--- config.mk ---
export PLATFORM = sky130hd
export DESIGN_NAME = sample_frame_writer
export DESIGN_NICKNAME = d
export VERILOG_FILES = /design/src/rtl/f0_pkg.sv /design/src/rtl/sat_counter.sv /design/src/rtl/sample_frame_writer.sv
export SDC_FILE = /design/constraint.sdc
export NUM_CORES = 1
export LEC_CHECK = 0
export CORE_ASPECT_RATIO = 1.2
export CORE_MARGIN = 1
export CORE_UTILIZATION = 27
export DETAILED_ROUTE_END_ITERATION = 7
export DONT_BUFFER_PORTS = 1
export PLACE_DENSITY = 0.43
export SYNTH_ARGS = -nofsm -noshare
export SYNTH_HDL_FRONTEND = slang
export SYNTH_SLANG_ARGS = --single-unit
--- constraint.sdc ---
create_clock -name clk -period 7.8 [get_ports clk]
set_clock_uncertainty 0.2 [all_clocks]
set_input_delay 1.95 -clock clk [delete_from_list [all_inputs] [get_ports clk]]
set_output_delay 1.95 -clock clk [all_outputs]
set_load 0.02 [all_outputs]
--- src/rtl/f0_pkg.sv ---
// Shared constants and writer state encoding for the pitch-estimation front end.
package f0_pkg;
  localparam int SAMPLE_W   = 12;
  localparam int ADDR_W     = 11;
  localparam int FRAME_LEN  = 2048;
  localparam int DEC_W      = 8;
  localparam int TMO_CYCLES = 8;
  localparam int TMO_W      = 3;

  typedef enum logic [2:0] {
    ST_IDLE      = 3'd0,
    ST_FILL      = 3'd1,
    ST_START     = 3'd2,
    ST_WAIT_BUSY = 3'd3,
    ST_WAIT_DONE = 3'd4
  } wr_state_e;
endpackage

--- src/rtl/sat_counter.sv ---
// Saturating up-counter: sticks at all-ones instead of wrapping.
module sat_counter #(
  parameter int WIDTH = 16
) (
  input  logic             clk,
  input  logic             rst_n,
  input  logic             inc_i,
  output logic [WIDTH-1:0] count_o
);
  logic [WIDTH-1:0] count_q;
  logic [WIDTH-1:0] count_d;

  always_comb begin
    count_d = count_q;
    if (inc_i && (count_q != '1)) count_d = count_q + 1'b1;
  end

  always_ff @(posedge clk or negedge rst_n) begin
    if (!rst_n) count_q <= '0;
    else        count_q <= count_d;
  end

  assign count_o = count_q;
endmodule

--- src/rtl/sample_frame_writer.sv ---
// Captures decimated ADC samples into the estimator frame buffer and runs the
// start/done handshake with the pitch estimator once a frame is complete.
module sample_frame_writer
  import f0_pkg::*;
#(
  parameter int DECIM     = 1,
  parameter int FRAME_LEN = f0_pkg::FRAME_LEN
) (
  input  logic                clk,
  input  logic                rst_n,
  input  logic                enable,
  input  logic                sample_valid,
  input  logic [SAMPLE_W-1:0] sample_data,
  output logic                we,
  output logic [ADDR_W-1:0]   waddr,
  output logic [SAMPLE_W-1:0] wdata,
  output logic                est_start,
  input  logic                est_done,
  output logic                busy,
  output logic [15:0]         frame_cnt,
  output logic [15:0]         dropped
);
  localparam logic [DEC_W-1:0]  DEC_LAST  = DEC_W'(DECIM - 1);
  localparam logic [ADDR_W-1:0] LAST_ADDR = ADDR_W'(FRAME_LEN - 1);
  localparam logic [TMO_W-1:0]  TMO_LAST  = TMO_W'(TMO_CYCLES - 1);

  // Async assert, synchronous release so every flop leaves reset on one edge.
  logic [1:0] rst_sync_q;
  logic       rst_int_n;

  always_ff @(posedge clk or negedge rst_n) begin
    if (!rst_n) rst_sync_q <= 2'b00;
    else        rst_sync_q <= {rst_sync_q[0], 1'b1};
  end
  assign rst_int_n = rst_sync_q[1];

  wr_state_e           state_q, state_d;
  logic [ADDR_W-1:0]   addr_q, addr_d;
  logic [DEC_W-1:0]    dec_q, dec_d;
  logic [TMO_W-1:0]    tmo_q, tmo_d;
  logic                we_q, we_d;
  logic [ADDR_W-1:0]   waddr_q, waddr_d;
  logic [SAMPLE_W-1:0] wdata_q, wdata_d;
  logic                est_start_q;
  logic                busy_q;
  logic [15:0]         frame_cnt_q, frame_cnt_d;
  logic                drop_inc;

  always_comb begin
    state_d     = state_q;
    addr_d      = addr_q;
    dec_d       = dec_q;
    tmo_d       = tmo_q;
    we_d        = 1'b0;
    waddr_d     = waddr_q;
    wdata_d     = wdata_q;
    frame_cnt_d = frame_cnt_q;
    unique case (state_q)
      ST_IDLE: begin
        if (enable) begin
          state_d = ST_FILL;
          addr_d  = '0;
          dec_d   = '0;
        end
      end
      ST_FILL: begin
        if (!enable) begin
          state_d = ST_IDLE;
        end else if (sample_valid) begin
          dec_d = (dec_q == DEC_LAST) ? '0 : dec_q + 1'b1;
          if (dec_q == '0) begin
            we_d    = 1'b1;
            waddr_d = addr_q;
            wdata_d = sample_data;
            addr_d  = addr_q + 1'b1;
            if (addr_q == LAST_ADDR) state_d = ST_START;
          end
        end
      end
      ST_START: begin
        tmo_d   = '0;
        state_d = ST_WAIT_BUSY;
      end
      ST_WAIT_BUSY: begin
        // Estimator never went busy: retry the start pulse.
        if (!est_done)               state_d = ST_WAIT_DONE;
        else if (tmo_q == TMO_LAST)  state_d = ST_START;
        else                         tmo_d   = tmo_q + 1'b1;
      end
      ST_WAIT_DONE: begin
        if (est_done) begin
          frame_cnt_d = frame_cnt_q + 16'd1;
          if (enable) begin
            state_d = ST_FILL;
            addr_d  = '0;
            dec_d   = '0;
          end else begin
            state_d = ST_IDLE;
          end
        end
      end
      default: state_d = ST_IDLE;
    endcase
  end

  assign drop_inc = sample_valid && enable &&
                    (state_q inside {ST_START, ST_WAIT_BUSY, ST_WAIT_DONE});

  always_ff @(posedge clk or negedge rst_int_n) begin
    if (!rst_int_n) begin
      state_q     <= ST_IDLE;
      addr_q      <= '0;
      dec_q       <= '0;
      tmo_q       <= '0;
      we_q        <= 1'b0;
      waddr_q     <= '0;
      wdata_q     <= '0;
      est_start_q <= 1'b0;
      busy_q      <= 1'b0;
      frame_cnt_q <= '0;
    end else begin
      state_q     <= state_d;
      addr_q      <= addr_d;
      dec_q       <= dec_d;
      tmo_q       <= tmo_d;
      we_q        <= we_d;
      waddr_q     <= waddr_d;
      wdata_q     <= wdata_d;
      est_start_q <= (state_q == ST_START);
      busy_q      <= (state_d != ST_IDLE);
      frame_cnt_q <= frame_cnt_d;
    end
  end

  sat_counter #(.WIDTH(16)) u_dropped (
    .clk     (clk),
    .rst_n   (rst_int_n),
    .inc_i   (drop_inc),
    .count_o (dropped)
  );

  assign we        = we_q;
  assign waddr     = waddr_q;
  assign wdata     = wdata_q;
  assign est_start = est_start_q;
  assign busy      = busy_q;
  assign frame_cnt = frame_cnt_q;
endmodule

==> run_results.csv <==
group,metric,value,unit
power,switching_share,0.2741,
logic_synthesis,seq_area_frac_synth,0.5111,
clocking,clock-sinks,85,
drt,via_count,2778,
worst_setup_path,r2r_slack,4.85,ns
logic_synthesis,postSynthAreaPerCell,11.31,sq um
worst_setup_path,worstPathRequired,7.87,ns
grt,grt_first_pass_wirelength,14870,microns
sta,hold_viol,0,
logic_synthesis,syn_inst,368,
min_path,hp-class,"flop to flop",
place,place.gp.congestion,0.7090,
grt,grt.overflow.total,0,
cells_and_area,drive_gt1_frac,0.1617,
sta,maxSlewViolCount,0,
flow_run,drv_cap,0,
logic_synthesis,ys.flop_type,"dfrtp_1",
sta,max_freq,292.9,MHz
power,comb_power_share,0.072,
sta,tightest_slew,1.087,ns
sta,finalCritPeriodShare,0.4377,
worst_setup_path,cp-end-kind,"flop",
clocking,clock_path_buffers,2,
worst_setup_path,worstSetupPathType,"input port to flop",
power,ir_drop,0.00008452,V
worst_setup_path,crit_arrival,3.48,ns
clocking,post_cts_buffers,0,
floorplan,core,15020,sq um
clocking,cts-resized-gates,0,
drt,drc,0,
worst_setup_path,worstPathMaxFanout,18,
drt,wl,8789,microns
worst_setup_path,start_kind,"input port",
sta,slew_headroom,0.2752,
clocking,cts-root-buf,"clkbuf_16",
grt,grt_pass1_vias,2875,
grt,track_usage,0.1222,
grt,grt_max_degree,84,
cells_and_area,utilization,0.3075,
floorplan,die_w,115.3,microns
power,p_sw,0.2918,mW
sta,setup_violations,0,
drt,ant_nets,0,
clocking,clk_latency,0.35,ns
drt,drtIter0Drc,83,
drt,first_pass_iters,4,
logic_synthesis,yosys.cell_types.count,58,
logic_synthesis,synth_edf_count,0,
logic_synthesis,synth_warnings,0,
clocking,hold_buffers,0,
floorplan,start_util,0.2771,
floorplan,die_area,15920,sq um
power,p_int,0.7729,mW
power,power.leakage,2.004,nW
cells_and_area,syn_to_final_growth,10.97,%
cells_and_area,antenna_cells,0,
power,p_clk_frac,0.414,
floorplan,die_y,138.0,microns
cells_and_area,nets,390,
sta,setup-tns-final,0,ns
sta,fin_crit,3.414,ns
logic_synthesis,async_reset_ff_frac,1.000,
sta,rsz0062_at_grt,"false",
logic_synthesis,ys_ff_latch,85,
drt,wl_per_cell,15.29,microns
clocking,htreeDepth,3,
power,pwr-share-seq,0.514,
run_status,outcome,"complete, no violations",
power,power.density,230.5,nW/um^2
logic_synthesis,netlist_area,4161,sq um
place,hpwl,5987,microns
logic_synthesis,syn_nets,392,
floorplan,ios,75,
clocking,clk_pin_slew,0.06,ns
clocking,cts_buffers,9,
clocking,cts_tree,"done",
drt,viasPerCell,4.831,
floorplan,rows,49,
place,portBuffers,0,
grt,antenna_found_initial,0,
==> worst max-delay path: stages <==
cell and delay (ns):
nand2b_1 0.35, or3_2 0.62, or4_1 0.42, a21boi_1 0.14
==> per-layer routing <==
layer  track usage  vias up  part of all wire
li1              -     1323                 -
met1        0.1437     1394              0.44
met2        0.2023       50              0.50
met3       0.03234       11             0.045
met4       0.06710        0             0.020
met5             0        -                 0
==> power by group through the flow <==
stage	Sequential, mW	Combinational, mW	Clock [mW]
6_report	0.548	0.0767	0.440
5_1_grt	0.553	0.0878	0.475
4_1_cts	0.549	0.0794	0.460
3_5_place_dp	0.558	0.0793	0
3_3_place_gp	0.556	0.0773	0
2_1_floorplan	0.551	0.0645	0
==> path summary, 6_finish.rpt <==
path,startpoint,endpoint,cells past startpoint
setup / recovery,enable,addr_q[6]$_DFFE_PN0P_,4
hold / removal,rst_sync_q[0]$_DFF_PN0_,rst_sync_q[1]$_DFF_PN0_,0
hold reg to reg,rst_sync_q[0]$_DFF_PN0_,rst_sync_q[1]$_DFF_PN0_,0
max in group asynchronous,rst_n,rst_sync_q[1]$_DFF_PN0_,0
setup reg to reg,dec_q[0]$_DFFE_PN0P_,wdata[4]$_DFFE_PN0P_,6
min in group asynchronous,rst_sync_q[1]$_DFF_PN0_,u_dropped.count_o[12]$_DFFE_PN0P_,1
==> synth_stat cells, types with 2 or more instances <==
master      n  area share
a2111oi_0   4      0.0084
a211oi_1    5      0.0090
a21oi_1    11       0.013
a22oi_1     2      0.0036
and2_1      2      0.0030
and3_1      4      0.0060
buf_2       3      0.0036
buf_4       2      0.0036
buf_6       3      0.0081
clkbuf_1    4      0.0036
clkbuf_8    2      0.0066
dfrtp_1    85        0.51
ha_1        7       0.021
inv_1      14       0.013
mux2_2     25       0.068
mux2i_1    10       0.024
nand2_1    38       0.034
nand2b_1   11       0.017
nand3_1    15       0.018
nand4_1    10       0.015
nor2_1      8      0.0072
nor2b_1     2      0.0030
nor3_1      5      0.0060
nor4_1      7       0.011
nor4_2      6       0.018
nor4bb_1    2      0.0048
o21ai_0    11       0.013
o31ai_1     6       0.011
or3_1       3      0.0045
or4_1       6       0.011
xnor2_1     9       0.019
xor2_1     20       0.042
==> cells by family after synthesis <==
kind of cell,synth area share
AND/OR/NAND/NOR,0.1981
flip-flops,0.5111
AO/OA/AOI/OAI,0.07486
multiplexers,0.09170
XOR/XNOR,0.06104
buffers and inverters,0.04119
adder cells (fa/ha/maj),0.02105
other,0.0009011
==> per-stage QoR <==
step / instances / setup slack, ns / hold WS [ns] / power (mW) / instance area (sq um)
3_3_place_gp: 559 / 4.064 / 0.1352 / 0.6335 / 4317
2_1_floorplan: 368 / 4.397 / 0.1312 / 0.6154 / 4161
5_1_grt: 575 / 4.267 / 0.1682 / 1.116 / 4618
6_report: 575 / 4.386 / 0.1513 / 1.065 / 4618
4_1_cts: 575 / 4.383 / 0.1544 / 1.089 / 4618
3_5_place_dp: 559 / 4.029 / 0.1389 / 0.6369 / 4317
==> registers in the layout, summed over array words and instances, names as in the netlist, 3 cells and up <==
signal,count
wdata,12
frame_cnt,16
u_dropped.count_o,16
dec_q,8
waddr,11
tmo_q,3
state_q,3
addr_q,11
==> layout by cell type (no fill, tap or decap), types with 9 or more instances in the layout <==
cell type,count
a21oi_1,11
clkbuf_16,9
dfrtp_1,84
inv_1,14
mux2_2,25
mux2i_1,10
nand2_1,38
nand2b_1,11
nand3_1,15
nand4_1,10
o21ai_0,11
xnor2_1,9
xor2_1,20
==> cell type report <==
cell class	count	area [sq um]
inverter	14	52.55
fill	1573	10400
multi-input combinational	254	1863
sequential	85	2131
tap	204	255.2
clock inverter	4	55.05
clock buffer	12	246.5
timing repair buffer	2	15.01
(Power assumes the default switching activity.)
